===== config.mk =====
export PLATFORM = sky130hd
export DESIGN_NAME = mem_arbiter
export DESIGN_NICKNAME = d
export VERILOG_FILES = /design/src/rtl/mem_pkg.sv /design/src/rtl/rr_arb2.sv /design/src/rtl/mem_arbiter.sv
export SDC_FILE = /design/constraint.sdc
export NUM_CORES = 1
export LEC_CHECK = 0
export CORE_MARGIN = 2
export CORE_UTILIZATION = 45
export DETAILED_ROUTE_END_ITERATION = 16
export DONT_BUFFER_PORTS = 1
export GPL_TIMING_DRIVEN = 0
export SLEW_MARGIN = 20
export SYNTH_ARGS = -nofsm -noshare
export SYNTH_HDL_FRONTEND = slang
export SYNTH_SLANG_ARGS = --single-unit

===== constraint.sdc =====
create_clock -name clk -period 6.9 [get_ports clk]
set_input_delay 1.38 -clock clk [delete_from_list [all_inputs] [get_ports clk]]
set_output_delay 1.38 -clock clk [all_outputs]
set_load 0.05 [all_outputs]

===== src/rtl/mem_pkg.sv =====
// Shared defaults and port-index constants for the two-port memory arbiter.
package mem_pkg;
  localparam int DATA_W_DEF = 16;
  localparam int ADDR_W_DEF = 16;
  localparam int DEPTH_DEF  = 1024;
  localparam int NPORTS     = 2;

  localparam logic PORT0 = 1'b0;
  localparam logic PORT1 = 1'b1;

  // Consecutive waiting cycles after which a requester jumps the queue.
  localparam logic [3:0] STARVE_LIM = 4'd4;
endpackage


===== src/rtl/rr_arb2.sv =====
// Two-way round-robin arbiter with a saturating wait counter per requester
// that forces a grant once a port has waited STARVE_LIM cycles.
module rr_arb2
  import mem_pkg::*;
(
  input  logic       clk,
  input  logic       rst_n,
  input  logic [1:0] req,
  output logic [1:0] gnt
);

  logic            prio_q, prio_d;
  logic [1:0][3:0] wait_q, wait_d;
  logic [1:0]      starved;
  logic [1:0]      raw;

  always_comb begin
    starved = '0;
    for (int i = 0; i < NPORTS; i++)
      starved[i] = req[i] && (wait_q[i] >= STARVE_LIM);

    raw = '0;
    if (starved == 2'b11)   raw[prio_q] = 1'b1;
    else if (starved[0])    raw[PORT0]  = 1'b1;
    else if (starved[1])    raw[PORT1]  = 1'b1;
    else if (req == 2'b11)  raw[prio_q] = 1'b1;
    else                    raw         = req;

    // No grant may escape while the block is held in reset.
    gnt = rst_n ? raw : 2'b00;

    prio_d = prio_q;
    if (gnt[PORT0])      prio_d = PORT1;
    else if (gnt[PORT1]) prio_d = PORT0;

    wait_d = '0;
    for (int i = 0; i < NPORTS; i++)
      if (req[i] && !gnt[i])
        wait_d[i] = (wait_q[i] == 4'hF) ? 4'hF : wait_q[i] + 4'd1;
  end

  always_ff @(posedge clk or negedge rst_n) begin
    if (!rst_n) begin
      prio_q <= PORT0;
      wait_q <= '0;
    end else begin
      prio_q <= prio_d;
      wait_q <= wait_d;
    end
  end

endmodule


===== src/rtl/mem_arbiter.sv =====
// Two-port single-memory arbiter: one access per cycle, registered read data
// with latency 1, and an error pulse for out-of-range addresses.
module mem_arbiter
  import mem_pkg::*;
#(
  parameter int DATA_W = DATA_W_DEF,
  parameter int ADDR_W = ADDR_W_DEF,
  parameter int DEPTH  = DEPTH_DEF
) (
  input  logic              clk,
  input  logic              rst_n,
  input  logic              req0,
  input  logic              req1,
  input  logic              wr0,
  input  logic              wr1,
  input  logic [ADDR_W-1:0] addr0,
  input  logic [ADDR_W-1:0] addr1,
  input  logic [DATA_W-1:0] wdata0,
  input  logic [DATA_W-1:0] wdata1,
  output logic              gnt0,
  output logic              gnt1,
  output logic              rvalid0,
  output logic              rvalid1,
  output logic [DATA_W-1:0] rdata0,
  output logic [DATA_W-1:0] rdata1,
  output logic              err0,
  output logic              err1,
  output logic [ADDR_W-1:0] mem_raddr,
  output logic [ADDR_W-1:0] mem_waddr,
  output logic [DATA_W-1:0] mem_data_in,
  output logic              mem_we,
  output logic              mem_ren,
  input  logic [DATA_W-1:0] mem_data_out
);

  localparam logic [ADDR_W:0] DEPTH_L = (ADDR_W+1)'(DEPTH);

  logic [1:0]              gnt;
  logic                    any_gnt, legal;
  logic                    sel_wr;
  logic [ADDR_W-1:0]       sel_addr;
  logic [DATA_W-1:0]       sel_wdata;
  logic [1:0]              rvalid_q, rvalid_d;
  logic [1:0]              err_q, err_d;
  logic [1:0][DATA_W-1:0]  rdata_q, rdata_d;

  rr_arb2 u_arb (
    .clk   (clk),
    .rst_n (rst_n),
    .req   ({req1, req0}),
    .gnt   (gnt)
  );

  assign gnt0 = gnt[PORT0];
  assign gnt1 = gnt[PORT1];

  always_comb begin
    any_gnt   = |gnt;
    sel_wr    = gnt[PORT1] ? wr1    : wr0;
    sel_addr  = gnt[PORT1] ? addr1  : addr0;
    sel_wdata = gnt[PORT1] ? wdata1 : wdata0;
    legal     = {1'b0, sel_addr} < DEPTH_L;

    // Every memory-side output is zeroed unless it carries a legal access.
    mem_we      = any_gnt && legal && sel_wr;
    mem_ren     = any_gnt && legal && !sel_wr;
    mem_waddr   = mem_we  ? sel_addr  : '0;
    mem_data_in = mem_we  ? sel_wdata : '0;
    mem_raddr   = mem_ren ? sel_addr  : '0;
  end

  always_comb begin
    rvalid_d = gnt & {2{mem_ren}};
    err_d    = gnt & {2{any_gnt && !legal}};
    rdata_d  = rdata_q;
    for (int i = 0; i < NPORTS; i++)
      if (rvalid_d[i]) rdata_d[i] = mem_data_out;
  end

  always_ff @(posedge clk or negedge rst_n) begin
    if (!rst_n) begin
      rvalid_q <= '0;
      err_q    <= '0;
      rdata_q  <= '0;
    end else begin
      rvalid_q <= rvalid_d;
      err_q    <= err_d;
      rdata_q  <= rdata_d;
    end
  end

  assign rvalid0 = rvalid_q[PORT0];
  assign rvalid1 = rvalid_q[PORT1];
  assign err0    = err_q[PORT0];
  assign err1    = err_q[PORT1];
  assign rdata0  = rdata_q[PORT0];
  assign rdata1  = rdata_q[PORT1];

endmodule

==> metrics <==
status=complete, no violations; Psw=0.187 mW; post-synthesis simple-gate area fraction=0.272; core area=5570 um^2; Crit Path Max Fanout=10; clock slew seen by the registers of the worst setup and hold paths=0.08 ns; largest family of logic cells by synthesized area=simple AND/OR/NAND/NOR gates; min-delay src=u_arb.wait_q[4]; internal power=0.408 mW; Via density=5.73; ant diodes=0; max_cap viols=0; Lkg Pwr=1.36 nW; H-tree lvl count=2; Gate Count Post-Synth=319; number of flops mapped to enable cells by yosys=0; share of layout cells above drive strength 1=0.139; mapped cell area=2640 um^2; CTS tree=done; actual slew at the worst max-slew pin=1.11 ns; initial core utilization=0.474; Root Buffer=clkbuf_8; Hold Buf Count CTS=0; first-pass GRT wire length=10900 um; DR WL/cell=17.8 um; Max Root-Sink Buffers=2; R2R cell count=7; most frequent cells after synthesis=75 x nand2_1, 58 x nand3_1, 45 x dfrtp_1, 40 x a21oi_1, 13 x clkbuf_1; RSZ-0062 raised after global routing=false; fillers=554; RePlAce Congestion=0.754; top post-synthesis cells by area=dfrtp_1 43%, nand3_1 11%, nand2_1 11%, a21oi_1 7.6%, mux2_4 5.1%; fin crit period=5.41 ns; FF-to-FF Start=u_arb.wait_q[3]; CP Class=in -> out; clock skew=0.00458 ns; DR vias=2350; Power Total=0.595 mW; Row Count=27; post-synth cell types=35; antenna violations before repair=0; post-cts resize count=0; Post-Synth XOR/XNOR Area=0; Hold Crit Depth=1; switching share of power=0.314; Clock Latency Late Sink=0.30 ns; Main synth FF type=dfrtp_1; Reg power frac=0.536; max-slew violations=0; pin count of the biggest net entering global routing=49; final setup violation count=0; post-CTS setup buffer count=0; Overflow after GRT=0; DRT iter0 DRCs=113; R2R setup slack=4.34 ns; Hold Path Sink=u_arb.wait_q[4]; post-synthesis register bit count=45; Area Overhead vs Synth=9.43%; largest area contributor in the netlist=dfrtp_1; syn_area_per_cell=8.28 um^2; final-stage net count=425; Num CTS Buffers=5; PD cells=206 nW/um^2; clock net sink count=45; CP required=5.52 ns; VDD IR max=0.107 mV; DRT antenna net count=0; Synth top area share=0.427; Worst path slowest cell=a21oi_1; CP Capture Type=output pin; Die Width=80.6 um; CP Cell Sequence=or4_1, nor4_2, clkbuf_1, nand3_1, a21oi_1; Setup TNS=0 ns; post-synthesis sequential area ratio=0.427; final critical-path share of the clock period=0.785; # port buffers=0; startpoint types=primary input; Synth Area in Adders=0.00948; Worst Hold Class=reg -> reg; Final Routed Wirelength=7290 um; Worst path max stage delay=0.86 ns; mux share of post-synthesis cell area=0.0810; fraction of registers with async set/reset=1.00; Gate power share=0.123; Tot GR Track Use=0.218; number of global-route vias before repair=2144; Synth warnings=0; length of the first detailed-routing pass in iterations=6; clock share of power=0.341; Post-route DRC=0; worst path arrival time=4.03 ns; Die Area=6500 um^2; Reg2Reg Capture Point=err_q[0]; Max Clock Freq=185 MHz; I/O pin total=174; fraction of the mapped netlist area in compound gates=0.126; normalized max-slew margin=0.264; cell with the most instances after synthesis=nand2_1; final hold vios=0; Post-DP HPWL=5530 um; Die H=80.6 um; Hold WS=0.507 ns
power groups by stage:
stage / combinational (mW) / sequential [mW] / clock (mW)
floorplan: 0.0631 / 0.321 / 0
global placement: 0.0712 / 0.324 / 0
CTS: 0.0728 / 0.319 / 0.207
global route: 0.0797 / 0.321 / 0.219
finish: 0.0730 / 0.319 / 0.203
detailed placement: 0.0726 / 0.325 / 0
cells in the final DEF (no fill, tap or decap), types with 3 or more instances in the layout:
cell,Yosys,final
a21oi_1,40,40
mux2_4,9,9
inv_1,10,10
nor2_1,9,9
mux2_2,7,7
nand2_1,75,75
o21ai_0,3,3
nand3_1,58,58
nor3_1,4,4
a211oi_1,3,3
buf_4,12,12
clkbuf_1,13,14
buf_2,3,3
conb_1,1,12
dfrtp_1,45,45
clkbuf_8,0,5
cells by family after synthesis:
| logic type | count (synthesis) |
|---|---|
| other | 1 |
| AO/OA/AOI/OAI | 55 |
| AND/OR/NAND/NOR | 158 |
| buffers and inverters | 42 |
| flip-flops | 45 |
| multiplexers | 16 |
| adder cells (fa/ha/maj) | 2 |
per-layer routing:
| metal | GRT usage | vias to the layer above | share of wire |
|---|---|---|---|
| li1 | - | 1110 | - |
| met1 | 0.285 | 1116 | 0.41 |
| met2 | 0.349 | 115 | 0.49 |
| met3 | 0.0596 | 9 | 0.083 |
| met4 | 0.0712 | 0 | 0.014 |
| met5 | 0 | - | 0 |
state kept, by name, summed over array words and instances, names as in the netlist:
signal and cells:
err_q 2, u_arb.wait_q 8, rdata0 16, rvalid_q 2, rdata1 16, u_arb.prio_q 1
how the worst max path moves through the flow:
stage / start / end / slack [ns] / cells after the start
floorplan: addr1[15] / mem_raddr[1] / 1.93 / 7
global placement: addr1[15] / mem_raddr[4] / 1.54 / 7
detailed placement: addr1[15] / mem_raddr[4] / 1.52 / 7
CTS: addr1[15] / mem_waddr[8] / 1.52 / 5
global route: addr1[15] / mem_raddr[4] / 1.31 / 7
finish: addr1[15] / mem_waddr[8] / 1.49 / 5
critical path: cells and delay by family:
family                 cells  cell delay, ns
AOI/OAI and AO/OA          1            0.86
buffers and inverters      1            0.44
and+or+nand+nor            3            1.34
through the flow:
step / setup slack [ns] / std cells / util / cell area [um^2]
floorplan: 1.93 / 330 / - / 2680
global placement: 1.54 / 402 / 0.497 / 2770
detailed placement: 1.52 / 402 / 0.498 / 2780
CTS: 1.52 / 410 / 0.518 / 2890
global route: 1.31 / 410 / 0.518 / 2890
finish: 1.49 / 410 / 0.518 / 2890
area by class of cell:
type	instances	area, um^2	share of cell area
multi-input combinational	243	1340	0.464
clock buffer	6	72.6	0.0251
inverter	10	37.5	0.0130
tap	72	90.1	0.0312
buffer	32	184	0.0637
sequential	45	1130	0.390
clock inverter	2	38.8	0.0134
(Power assumes the default switching activity.)
